==> src/rtl/sqrt_arbiter.sv <==
// sqrt_arbiter: round-robin sharing of one external iterative Sqrt unit; SQRT_ARB_TIMEOUT_EN adds a WAIT watchdog
module sqrt_arbiter #(
  parameter int NUM_REQ = 4,
  parameter int TOTAL_WIDTH = 16,
  parameter int FRACTION_WIDTH = 8,
  parameter int TIMEOUT_CYCLES = 64
) (
  input  logic                           clk,
  input  logic                           rst,
  input  logic [NUM_REQ-1:0]             req_valid,
  input  logic [NUM_REQ*TOTAL_WIDTH-1:0] req_rad,
  output logic [NUM_REQ-1:0]             req_ready,
  output logic [NUM_REQ-1:0]             resp_valid,
  output logic [TOTAL_WIDTH-1:0]         resp_root,
  output logic [TOTAL_WIDTH-1:0]         resp_rem,
  output logic                           resp_err,
  output logic                           sq_start,
  output logic [TOTAL_WIDTH-1:0]         sq_rad,
  input  logic                           sq_busy,
  input  logic                           sq_valid,
  input  logic [TOTAL_WIDTH-1:0]         sq_root,
  input  logic [TOTAL_WIDTH-1:0]         sq_rem
);
  localparam int PW = $clog2(NUM_REQ);
  typedef enum logic [1:0] {IDLE, ISSUE, WAIT, DONE} state_t;
  state_t state, state_n;
  logic [PW-1:0] last_grant, id_q, winner;
  logic [TOTAL_WIDTH-1:0] rad_q, root_q, rem_q, rad_sel;
  logic found, take, tmo, fin, err_q;
  if (NUM_REQ < 2 || NUM_REQ > 8 || FRACTION_WIDTH > TOTAL_WIDTH || TIMEOUT_CYCLES < 1) begin : g_param_check
    $error("sqrt_arbiter: illegal parameter combination");
  end
  // Round-robin search starting just after the last grant; smallest offset wins.
  always_comb begin
    winner = '0;
    found = 1'b0;
    for (int k = NUM_REQ; k >= 1; k--) begin
      if (req_valid[PW'((int'(last_grant) + k) % NUM_REQ)]) begin
        winner = PW'((int'(last_grant) + k) % NUM_REQ);
        found = 1'b1;
      end
    end
  end
  // Select the winning requester's radicand.
  always_comb begin
    rad_sel = '0;
    for (int i = 0; i < NUM_REQ; i++) rad_sel = (winner == PW'(i)) ? req_rad[i*TOTAL_WIDTH +: TOTAL_WIDTH] : rad_sel;
  end
`ifdef SQRT_ARB_TIMEOUT_EN
  localparam int CW = $clog2(TIMEOUT_CYCLES + 1);
  logic [CW-1:0] cnt;
  // Watchdog counts WAIT cycles; every other state holds it at zero, so each ISSUE starts fresh.
  always_ff @(posedge clk) cnt <= (rst || state != WAIT) ? '0 : cnt + 1'b1;
  assign tmo = state == WAIT && !sq_valid && cnt == CW'(TIMEOUT_CYCLES - 1);
`else
  assign tmo = 1'b0;
`endif
  // Next state and handshake outputs; a stray sq_valid outside WAIT has no effect.
  always_comb begin
    take = state == IDLE && !sq_busy && found;
    fin = state == WAIT && (sq_valid || tmo);
    state_n = (state == IDLE) ? (take ? ISSUE : IDLE) :
              (state == ISSUE) ? WAIT :
              (state == WAIT) ? (fin ? DONE : WAIT) : IDLE;
    req_ready = take ? NUM_REQ'(1) << winner : '0;
    resp_valid = (state == DONE) ? NUM_REQ'(1) << id_q : '0;
    sq_start = state == ISSUE;
  end
  // State, grant pointer, latched job and captured result.
  always_ff @(posedge clk) begin
    if (rst) begin
      state <= IDLE;
      last_grant <= PW'(NUM_REQ - 1);
      id_q <= '0;
      rad_q <= '0;
      root_q <= '0;
      rem_q <= '0;
      err_q <= 1'b0;
    end else begin
      state <= state_n;
      if (take) begin
        rad_q <= rad_sel;
        id_q <= winner;
        last_grant <= winner;
      end
      if (fin) begin
        root_q <= sq_valid ? sq_root : '0;
        rem_q <= sq_valid ? sq_rem : '0;
        err_q <= !sq_valid;
      end
    end
  end
  assign sq_rad = rad_q;
  assign resp_root = root_q;
  assign resp_rem = rem_q;
  assign resp_err = err_q;
endmodule

==> config.mk <==
export PLATFORM = sky130hd
export DESIGN_NAME = sqrt_arbiter
export DESIGN_NICKNAME = d
export VERILOG_FILES = /design/src/rtl/sqrt_arbiter.sv
export SDC_FILE = /design/constraint.sdc
export NUM_CORES = 1
export LEC_CHECK = 0
export BUFFER_PORTS_ARGS = -buffer_cell sky130_fd_sc_hd__buf_2
export CORE_AREA = 3 3 81 83
export CTS_BUF_LIST = sky130_fd_sc_hd__clkbuf_16
export DETAILED_ROUTE_END_ITERATION = 10
export DIE_AREA = 0 0 84 86
export PLACE_DENSITY = 0.81
export SYNTH_ARGS = -nofsm -noshare
export SYNTH_HDL_FRONTEND = slang
export SYNTH_SLANG_ARGS = --single-unit
==> constraint.sdc <==
create_clock -name clk -period 2.7 [get_ports clk]
set_clock_uncertainty 0.15 [all_clocks]
set_input_delay 0.135 -clock clk [delete_from_list [all_inputs] [get_ports clk]]
set_output_delay 0.135 -clock clk [all_outputs]
set_load 0.02 [all_outputs]
==> impl_results.md <==
* Most frequent cells after synthesis: 69 x nand2_1, 55 x dfxtp_1, 35 x a21oi_1
* Crit share post-route at 80.39%
* Ys async rst share at 0%
* Port bufs at 161
* Pre-CTS WS at 0.7274 ns
* F_max at 460.7 MHz
* DRT iter0 DRCs at 112
* CP cell instances: inv_1 > ha_1 > nand3b_1 > buf_4 > or2_1 > nor2b_1 > buf_2
* Run status: finished, final reports clean
* Leakage at 1.984 nW
* CP Launch Type: flop
* WHS Endpoint: state[0]
* Core Region at 5921 sq um
* Clock Tree Root: clkbuf_16
* Top cell type's share of synthesized area at 40.53%
* CP arrival at 1.89 ns
* Synth Warn # at 0
* CTS tree: yes
* Worst-Margin Slew at 1.094 ns
* Yosys reg bits at 55
* P&R area growth vs syn at 48.78%
* Post-DP HPWL at 5386 um
* First-pass GRT wire length at 12270 um
* Diodes inserted at 0
* TNS Setup at 0 ns
* Most used flip-flop cell after synthesis: dfxtp_1
* Worst hold-check path type: input port to flop
* Hold Path Cell Cnt at 4
* Avg Vias per Cell at 5.023
* Crit path time final at 2.171 ns
* Vias at 2803
* Total global-route track usage at 20.43%
* Clk_lat worst skew at 0.28 ns
* Initial Utilization at 45.88%
* Die area at 7224 sq um
* H-tree levels at 2
* Clock slew at reported path FFs at 0.07 ns
* Worst setup margin at 0.5295 ns
* Post-Route WL at 7699 um
* Post-synth top area cell: dfxtp_1
* Final #Nets at 590
* Wire per inst at 13.80 um
* Antenna violations before repair at 0
* Beginning of the worst hold path: sq_valid
* Die X-Extent at 84 um
* Top-level I/O count at 162
* Final Hold Violating Endpoints at 0
* RR Endpoint: resp_root[1]
* # Max-Cap Violations at 0
* Slew Viols, Final at 0
* Clk sinks at 55
* RSZ-0062 raised after global routing: false
* Num CTS Buffers at 5
* CP max FO at 23
* Post-Syn Area per Cell at 9.055 sq um
* Layout cells sized above 1 at 43.06%
* Reg2Reg Launch Point: state[0]
* Crit end category: primary output
* FF-to-FF path depth at 5
* CTS max path bufs at 2
* Vias in the first global route at 2686
* Most common cell in the netlist: nand2_1
* Netlist Area Pre-Place at 2716 sq um
* Pre-Repair DR Iteration Count at 4
* Post-route ant nets at 0
* GRT overflow at 0
* Final setup violation count at 0
* Critical path type: flop to primary output
* Syn_nets at 408
* Relative slew slack at 27.07%
* Die H at 86 um
* CP peak stage delay at 0.33 ns
* Highest-delay cell along the critical path: dfxtp_1
* Post-synth EDFFs at 0
* # DRC at 0
* Number of library cell types mapped by synthesis at 31
* Mapped Cells at 300
* Pwr dens at 506.2 nW/um^2
* GPL Wtd Cong at 0.8110
* Register area share after synthesis at 40.53%
* Synth area leaders: dfxtp_1 41%, mux2i_1 12%, nand2_1 9.5%
* WP data required at 2.41 ns
* Row count at 28
* VDD IR-drop max at 348.0 uV
* Largest net degree at the start of global routing at 56
* R2R Setup Slk at 0.73 ns
==> stage by stage <==
stage	instances	util, %	hold slack (ns)	cell area (sq um)	total power, mW
final	558	68.26	0.07296	4041	2.046
after global routing	558	68.26	0.1179	4041	2.137
after CTS	558	68.26	0.07190	4041	2.070
after detailed placement	518	60.00	0.2313	3552	1.318
after global placement	518	60.00	0.2258	3552	1.308
after floorplan	300	-	0.1210	2716	1.179
==> flip-flops by register name, summed over array words and instances, names as in the netlist <==
name / flops
resp_rem: 16
resp_err: 1
last_grant: 2
state: 2
sq_rad: 16
id_q: 2
resp_root: 16
==> worst max path at each step <==
| stage | from | end | slack [ns] | cells after the start |
|---|---|---|---|---|
| after CTS | state[0] | req_ready[3] | 0.52 | 7 |
| after floorplan | last_grant[0] | req_ready[0] | 0.93 | 5 |
| after global routing | state[0] | req_ready[2] | 0.40 | 7 |
| after detailed placement | state[0] | resp_root[5] | 0.73 | 5 |
| final | state[0] | req_ready[3] | 0.53 | 7 |
| after global placement | state[0] | resp_rem[5] | 0.80 | 5 |
==> power by group <==
part	internal, mW	switching, mW
clock	0.437	0.271
combinational	0.245	0.225
sequential	0.845	0.0221
==> per-layer routing <==
layer  up-vias  global-route usage [%]  wire length [um]
met1      1288                   23.15              3149
met2       117                   38.54              3985
met3        12                   3.939               421
met5         -                       0                 0
li1       1386                       -                 -
met4         0                   6.433               142
==> worst max-delay path, delay by kind of cell, from the launching register on <==
kind                     cells  cell delay, ns
AND/OR/NAND/NOR              3            0.56
buffers and inverters        3            0.52
flip-flops                   1            0.33
adder cells (fa/ha/maj)      1            0.20
==> final cells by class <==
type                       instances  area (sq um)
clock buffer                       5         125.1
sequential                        55          1101
clock inverter                     3         43.79
multi-input combinational        220          1494
inverter                           2         7.507
fill                             463          1879
timing repair buffer             198          1176
tap                               75         93.84
==> kinds of logic (layout without fill, tap and decap cells) <==
kind of cell / after synthesis / in the layout / synth area share, %
and+or+nand+nor: 111 / 111 / 19.85
AOI/OAI and AO/OA: 57 / 57 / 13.40
DFF: 55 / 55 / 40.53
muxes: 48 / 48 / 18.84
buffers and inverters: 25 / 208 / 5.528
adders and majority gates: 4 / 4 / 1.843
==> cells in the final DEF, fill, tap and decap left out, drive strengths merged, types with 5 or more instances in the layout <==
cell type / Yosys / final
buf: 10 / 166
nand2: 69 / 69
dfxtp: 55 / 55
a21oi: 35 / 35
mux2i: 32 / 32
dlygate4sd3: 0 / 32
o21ai: 18 / 18
nand3b: 17 / 17
mux2: 16 / 16
nor2: 5 / 5
nor2b: 5 / 5
clkbuf: 13 / 5
==> what timing repair did <==
item,in CTS,in global routing
hold buffers,32,0
buffers inserted,0,0
resized for setup,0,0
endpoints found under the hold margin,32,0
Note: power is estimated with default switching activity, not from simulation.
